<file path="config.mk">
export PLATFORM = sky130hd
export DESIGN_NAME = tor_ram_sched
export DESIGN_NICKNAME = d
export VERILOG_FILES = /design/src/rtl/tor_ram_sched.sv
export SDC_FILE = /design/constraint.sdc
export NUM_CORES = 1
export LEC_CHECK = 0
export ABC_AREA = 0
export BUFFER_PORTS_ARGS = -buffer_cell sky130_fd_sc_hd__clkbuf_2
export CELL_PAD_IN_SITES_DETAIL_PLACEMENT = 0
export CELL_PAD_IN_SITES_GLOBAL_PLACEMENT = 2
export CORE_AREA = 2 2 89 91
export DETAILED_ROUTE_END_ITERATION = 6
export DIE_AREA = 0 0 91 93
export PLACE_DENSITY_LB_ADDON = 0.2
export SETUP_SLACK_MARGIN = 0.15
export SLEW_MARGIN = 20
export SYNTH_ARGS = -nofsm -noshare
export SYNTH_HDL_FRONTEND = slang
export SYNTH_SLANG_ARGS = --single-unit
</file>
<file path="constraint.sdc">
create_clock -name clk -period 1.55 [get_ports clk]
set_input_delay 0.155 -clock clk [delete_from_list [all_inputs] [get_ports clk]]
set_output_delay 0.155 -clock clk [all_outputs]
set_load 0.02 [all_outputs]
</file>
<file path="src/rtl/tor_ram_sched.sv">
// Shares a 3-read/1-write RAM between two round-robin write requesters and a
// sliding-window scan engine that reads mem[i], mem[i+1], mem[i+2] each cycle.
module tor_ram_sched #(
    parameter int AW    = 4,
    parameter int DW    = 8,
    parameter int DEPTH = 16
) (
    input  logic          clk,
    input  logic          rst_n,
    input  logic          a_valid,
    input  logic [AW-1:0] a_addr,
    input  logic [DW-1:0] a_data,
    output logic          a_ready,
    input  logic          b_valid,
    input  logic [AW-1:0] b_addr,
    input  logic [DW-1:0] b_data,
    output logic          b_ready,
    input  logic          scan_start,
    input  logic [AW-1:0] scan_base,
    input  logic [AW:0]   scan_len,
    output logic          scan_busy,
    output logic          scan_done,
    output logic          win_valid,
    output logic [AW-1:0] win_idx,
    output logic [DW-1:0] win_d0,
    output logic [DW-1:0] win_d1,
    output logic [DW-1:0] win_d2,
    output logic          ram_ce,
    output logic          ram_we,
    output logic [AW-1:0] ram_addr0,
    output logic [AW-1:0] ram_addr1,
    output logic [AW-1:0] ram_addr2,
    output logic [DW-1:0] ram_data_w,
    input  logic [DW-1:0] ram_data_r0,
    input  logic [DW-1:0] ram_data_r1,
    input  logic [DW-1:0] ram_data_r2
);

    typedef enum logic [1:0] {IDLE, SCAN, DRAIN} state_t;

    state_t        state, state_nx;
    logic          prio_b;
    logic [AW-1:0] cur_addr;
    logic [AW:0]   cnt;
    logic          done_q;
    logic          win_valid_q;
    logic [AW-1:0] win_idx_q;
    logic          grant_a, grant_b, issue;

    always_comb begin
        state_nx   = state;
        grant_a    = 1'b0;
        grant_b    = 1'b0;
        issue      = 1'b0;
        ram_ce     = 1'b0;
        ram_we     = 1'b0;
        ram_addr0  = '0;
        ram_addr1  = '0;
        ram_addr2  = '0;
        ram_data_w = '0;
        if (rst_n) begin
            case (state)
                IDLE: begin
                    if (scan_start) begin
                        if (scan_len != '0)
                            state_nx = SCAN;
                    end else if (a_valid && (!b_valid || !prio_b)) begin
                        grant_a = 1'b1;
                    end else if (b_valid) begin
                        grant_b = 1'b1;
                    end
                end
                SCAN: begin
                    issue = 1'b1;
                    if (cnt == (AW+1)'(1))
                        state_nx = DRAIN;
                end
                DRAIN:   state_nx = IDLE;
                default: state_nx = IDLE;
            endcase
        end
        // Only one of grant_a, grant_b, issue can be set in any cycle.
        if (grant_a) begin
            ram_ce     = 1'b1;
            ram_we     = 1'b1;
            ram_addr0  = a_addr;
            ram_data_w = a_data;
        end
        if (grant_b) begin
            ram_ce     = 1'b1;
            ram_we     = 1'b1;
            ram_addr0  = b_addr;
            ram_data_w = b_data;
        end
        if (issue) begin
            ram_ce    = 1'b1;
            ram_addr0 = cur_addr;
            ram_addr1 = cur_addr + AW'(1);
            ram_addr2 = cur_addr + AW'(2);
        end
    end

    always_ff @(posedge clk) begin
        if (!rst_n) begin
            state       <= IDLE;
            prio_b      <= 1'b0;
            cur_addr    <= '0;
            cnt         <= '0;
            done_q      <= 1'b0;
            win_valid_q <= 1'b0;
            win_idx_q   <= '0;
        end else begin
            state       <= state_nx;
            done_q      <= 1'b0;
            win_valid_q <= issue;
            if (issue) begin
                win_idx_q <= cur_addr;
                cur_addr  <= cur_addr + AW'(1);
                cnt       <= cnt - (AW+1)'(1);
                if (cnt == (AW+1)'(1))
                    done_q <= 1'b1;
            end
            if (state == IDLE && scan_start) begin
                cur_addr <= scan_base;
                cnt      <= (scan_len > (AW+1)'(DEPTH)) ? (AW+1)'(DEPTH) : scan_len;
                if (scan_len == '0)
                    done_q <= 1'b1;
            end
            if (grant_a)
                prio_b <= 1'b1;
            if (grant_b)
                prio_b <= 1'b0;
        end
    end

    assign a_ready   = grant_a;
    assign b_ready   = grant_b;
    assign scan_busy = (state != IDLE);
    assign scan_done = done_q;
    assign win_valid = win_valid_q;
    assign win_idx   = win_idx_q;
    // Read data is only forwarded while a window is valid so idle outputs stay 0.
    assign win_d0    = win_valid_q ? ram_data_r0 : '0;
    assign win_d1    = win_valid_q ? ram_data_r1 : '0;
    assign win_d2    = win_valid_q ? ram_data_r2 : '0;

endmodule

</file>
==> Yosys cells after proc, flatten, opt, wreduce, memory -nomap -nowiden <==
Cells that the tools add are included.
W data, S select, Z words.
{ "word_totals": {"regBits": 18, "inputBits": 62, "out_inout_bits": 55, "word_cells": 66} }
{ "op_classes": {"n_addsub": 3, "n_lt_le_gt_ge": 1, "eq_ne": 5, "n_mux": 37, "n_bitwise": 1, "reduce_logical": 12} }
{ "ops": {"columns": ["operator", "n"], "rows": [
  ["$mux W8", 5],
  ["$mux W4", 7],
  ["$mux W1", 18],
  ["$mux W5", 3],
  ["$mux W2", 3],
  ["$ne A2 B2 Y1 const B", 3],
  ["$eq A5 B1 Y1 const B", 1],
  ["$gt A5 B5 Y1 const B", 1],
  ["$logic_not A5 Y1", 1],
  ["$reduce_bool A5 Y1", 1],
  ["$sub A5 B1 Y5 const B", 1],
  ["$add A4 B1 Y4 const B", 1],
  ["$add A4 B2 Y4 const B", 1],
  ["$pmux W2 S2", 1],
  ["$reduce_bool A2 Y1", 2],
  ["$reduce_and A3 Y1", 1],
  ["$eq A2 B1 Y1 const B", 1],
  ["$logic_and A1 B1 Y1", 2],
  ["$logic_not A1 Y1", 2],
  ["$logic_not A2 Y1", 1],
  ["$reduce_or A2 Y1", 1],
  ["$logic_or A1 B1 Y1", 1],
  ["$not A1 Y1", 1]
]} }

==> Depth between registers and ports, before layout <==
{ "depth": {"depth_word": 10, "mapped_depth": 5} }

==> Worst setup path before layout <==
OpenSTA, ideal clock, no wires.
{ "synth_timing": {"path_type": "flip-flop to output port", "startpoint": "register state[0]", "endpoint": "output port ram_data_w[0]", "t_arrival_ps": 1367, "required_time_ps": 1395, "path_slack_ps": 28, "stages_incl_launch_ff": 5, "n_path_buf": 1, "path_cell_list": "dfxtp_1 > nor4b_4 > and3_4 > buf_6 > a22o_1"} }
{ "synth_via": {"elab_chain_cells": 5} }
{ "synth_rtl": {"columns": ["item", "line", "text"], "rows": [
  ["from (decl)", "41", "state_t state, state_nx;"],
  ["from (signal assigned)", "113", "state <= state_nx;"],
  ["$logic_not A2 Y1", "62", "case (state)"],
  ["$mux W1", "62", null],
  ["$mux W1", "61", "if (rst_n) begin"],
  ["via a_ready", "13", "output logic a_ready,"],
  ["$mux W8", "83", "if (grant_a) begin"],
  ["$mux W8", "89", "if (grant_b) begin"],
  ["to (decl)", "33", "output logic [DW-1:0] ram_data_w,"]
]} }
The timed path passes the listed nets, and every way through them passes these cells.

==> Worst setup path in the final report <==
{ "layout_timing": {"startpoint": "register state[0]", "endpoint": "output port ram_addr0[3]"} }
{ "layout_via": {"elab_chain_cells": 6} }
{ "layout_rtl": {"columns": ["item", "line", "text"], "rows": [
  ["$logic_not A2 Y1", "62", null],
  ["$mux W1", "62", null],
  ["$mux W1", "61", null],
  ["$mux W4", "83", null],
  ["$mux W4", "89", null],
  ["$mux W4 *", "95", "if (issue) begin"],
  ["to (decl)", "30", "output logic [AW-1:0] ram_addr0,"]
]} }
Every way passes the cells marked *; elsewhere a longest branch is shown, timed or not.

==> summary.txt <==
# fillers: 801
Hold Slack: 0.1632 ns
area of the multi-input gates: 1130 µm²
DIE AREA: 8463 µm²
post-synthesis sequential area ratio: 25.83%
Place WS: 0.06336 ns
Slew headroom: 68.27%
largest net degree at the start of global routing: 26
FF-to-FF Start: state[0]
worst-margin pin slew: 0.4755 ns
Period minus WS final: 1.759 ns
Synth-to-Final Area Change: 95.96%
hold path startpoint: scan_base[3]
row count: 32
# hold bufs at CTS: 0
I/O pin count: 117
Hold Path Class: in -> reg
fin area: 2734 µm²
clock-pin slew of the registers on the worst-case setup and hold paths: 0.07 ns
Syn Nets: 234
top-area cell type share of the netlist area: 25.83%
Port-buffer cells: 116
Distinct cells, synth: 52
clk root buf: clkbuf_8
wire per inst: 14.28 µm
Core Region: 7527 µm²
WHS Endpoint: cur_addr[3]
R2R setup slack: 0.19 ns
DRC: 0
die width: 91 µm
drt first-iter violations: 37
via density per instance: 4.270
dpl hpwl: 4343 µm
CTS tree: built
vias post-DR: 1,742
max cap viols: 0
pwr dens: 629.6 nW/µm²
clk_skew: 0.002298 ns
crit path DAT: 1.60 ns
RD Place Congestion: 0.7172
Top FF cell, synth: dfxtp_1
final setup vio count: 16
Worst EP required: 1.39 ns
top post-synthesis cells by area: dfxtp_1, and2_1, a22o_1
FF+latch count, synth: 18
Routed Antenna Nets: 0
CP peak stage delay: 0.38 ns
vias in the first global route: 1,680
TritonCTS Buffers: 3
first-pass iteration count of the detailed router: 4
Synth area leader: dfxtp_1
R2R cell count: 7
Period Utilization, post-route: 113.5%
worst path cell trace: nor4b_4 > and3_4 > a221o_1 > buf_4
Worst VDD drop: 300.9 µV
Final Hold Vio Count: 0
share of flip-flops with an asynchronous set or reset: 0%
unrepaired setup endpoints after global routing: true
Final Max Tran Viols: 0
Initial Utilization: 18.53%
reg2reg end: cnt[3]
LEAKAGE: 1.359 nW
Total Wirelength: 5826 µm
Inserted Diodes: 0
H-tree depth: 1
fmax: 568.4 MHz
Max Root-Sink Buffers: 2
gr ovfl total: 0
CP max stage cell: dfxtp_4
Setup CP Type: reg -> out
first-pass GRT wire length: 8832 µm
peak fanout along the critical path: 7
layout cells sized above 1: 62.42%
nets: 374
register area: 375.4 µm²
initial antenna violation count: 0
failing checks: negative setup slack
post-synthesis instance area: 1395 µm²
synth warn: 0
Placement Cell Area: 2221 µm²
Setup TNS: -2.497 ns
setup ws final: -0.2094 ns
critical path startpoint category: flop
CTS sink count: 18
EDFF count, synth: 0
hold depth: 3
All-Layer GR Usage: 12.80%
Die Span Y: 93 µm
worst skew pair latency: 0.25 ns
CP Capture Type: primary output
Mean Syn Cell Area: 8.304 µm²
status: finished, violations left
Syn Inst Count: 168
==> registers in the layout (all words and copies together) (netlist names) <==
signal,count
state,2
cnt,5
win_idx,4
win_valid,1
prio_b,1
cur_addr,4
scan_done,1
==> worst max-delay path by stage <==
stage                     from           end  cells after the start
floorplan             state[0]  ram_addr0[0]                      5
global placement    scan_start  ram_addr0[2]                      5
detailed placement  scan_start  ram_addr0[2]                      5
CTS                   state[1]  ram_addr0[2]                      4
global route          state[0]  ram_addr0[2]                      4
finish                state[0]  ram_addr0[3]                      4
==> cell type report <==
type / instances / share of cell area [%]
multi-input combinational: 130 / 41.33
timing repair buffer: 145 / 37.03
sequential: 18 / 13.73
tap: 102 / 4.668
clock buffer: 3 / 1.510
inverter: 9 / 1.510
timing repair inverter: 1 / 0.2288
==> synthesized netlist by cell type (all sizes together) (2+ instances only) <==
cell    number
nand2b       3
a31oi        3
ha           4
a41oi        2
nand3b       2
nor2        14
o21ai        5
nor4b        3
nand2        2
xnor2        2
nand3        4
a21oi       11
dfxtp       18
and2        28
nand4b       2
buf          9
a22o         8
inv          9
and3         3
clkbuf       3
or2          3
a211oi       3
nor3         3
nand4        2
a221o        2
mux2i        4
==> power by group <==
part | internal [W] | switching, W
logic | 0.000424 | 0.000403
registers | 0.000510 | 0.0000617
clock network | 0.000172 | 0.000150
==> worst max-delay path: cells and delay by family, from the launching register on <==
kind,cells,cell delay (ns)
and+or+nand+nor,2,0.69
DFF,1,0.38
AOI/OAI and AO/OA,1,0.16
buffers and inverters,1,0.13
==> cells by family (layout without fill, tap and decap cells) <==
group	Yosys count	after routing	synth area share, %
AO/OA/AOI/OAI	43	43	22.15
XOR/XNOR	3	3	1.884
adder cells (fa/ha/maj)	4	4	3.588
buffers and inverters	21	158	8.161
flip-flops	18	18	25.83
multiplexers	4	4	2.870
AND/OR/NAND/NOR	75	76	35.52
==> layout by cell type (no fill, tap or decap), drive strengths merged, types with 2 or more instances in the layout <==
master,n
nand4,2
xnor2,2
ha,4
a221o,2
nand2,2
a22o,8
nand3b,2
and2,28
dfxtp,18
nand4b,2
nand3,4
nand2b,3
and3,4
a211oi,3
nor4b,3
a31oi,3
a21oi,11
buf,53
inv,10
a41oi,2
nor3,3
or2,3
nor2,14
o21ai,5
clkbuf,95
mux2i,4
==> layer usage <==
metal  wire length, µm  share of wire, %  global-route usage, %
met3               402               6.9                  2.981
met1              2638                45                  16.31
met4                51              0.88                  2.652
met2              2734                47                  22.10
met5                 0                 0                      0
==> metrics by stage <==
stage | std cells | power [W] | utilization (%)
global route | 408 | 0.001846 | 36.32
finish | 408 | 0.001721 | 36.32
global placement | 390 | 0.001222 | 29.50
detailed placement | 390 | 0.001216 | 29.50
floorplan | 168 | 0.0009504 | -
CTS | 398 | 0.001656 | 33.88
==> what timing repair did <==
item | CTS | global route
gates resized for setup | 67 | 51
setup buffers | 5 | 8
setup endpoints to repair | 35 | 31
gates cloned | 0 | 2
hold endpoints to repair | 0 | 0
pin swaps | 7 | 16
No activity file was read; power rests on OpenSTA's default activity.
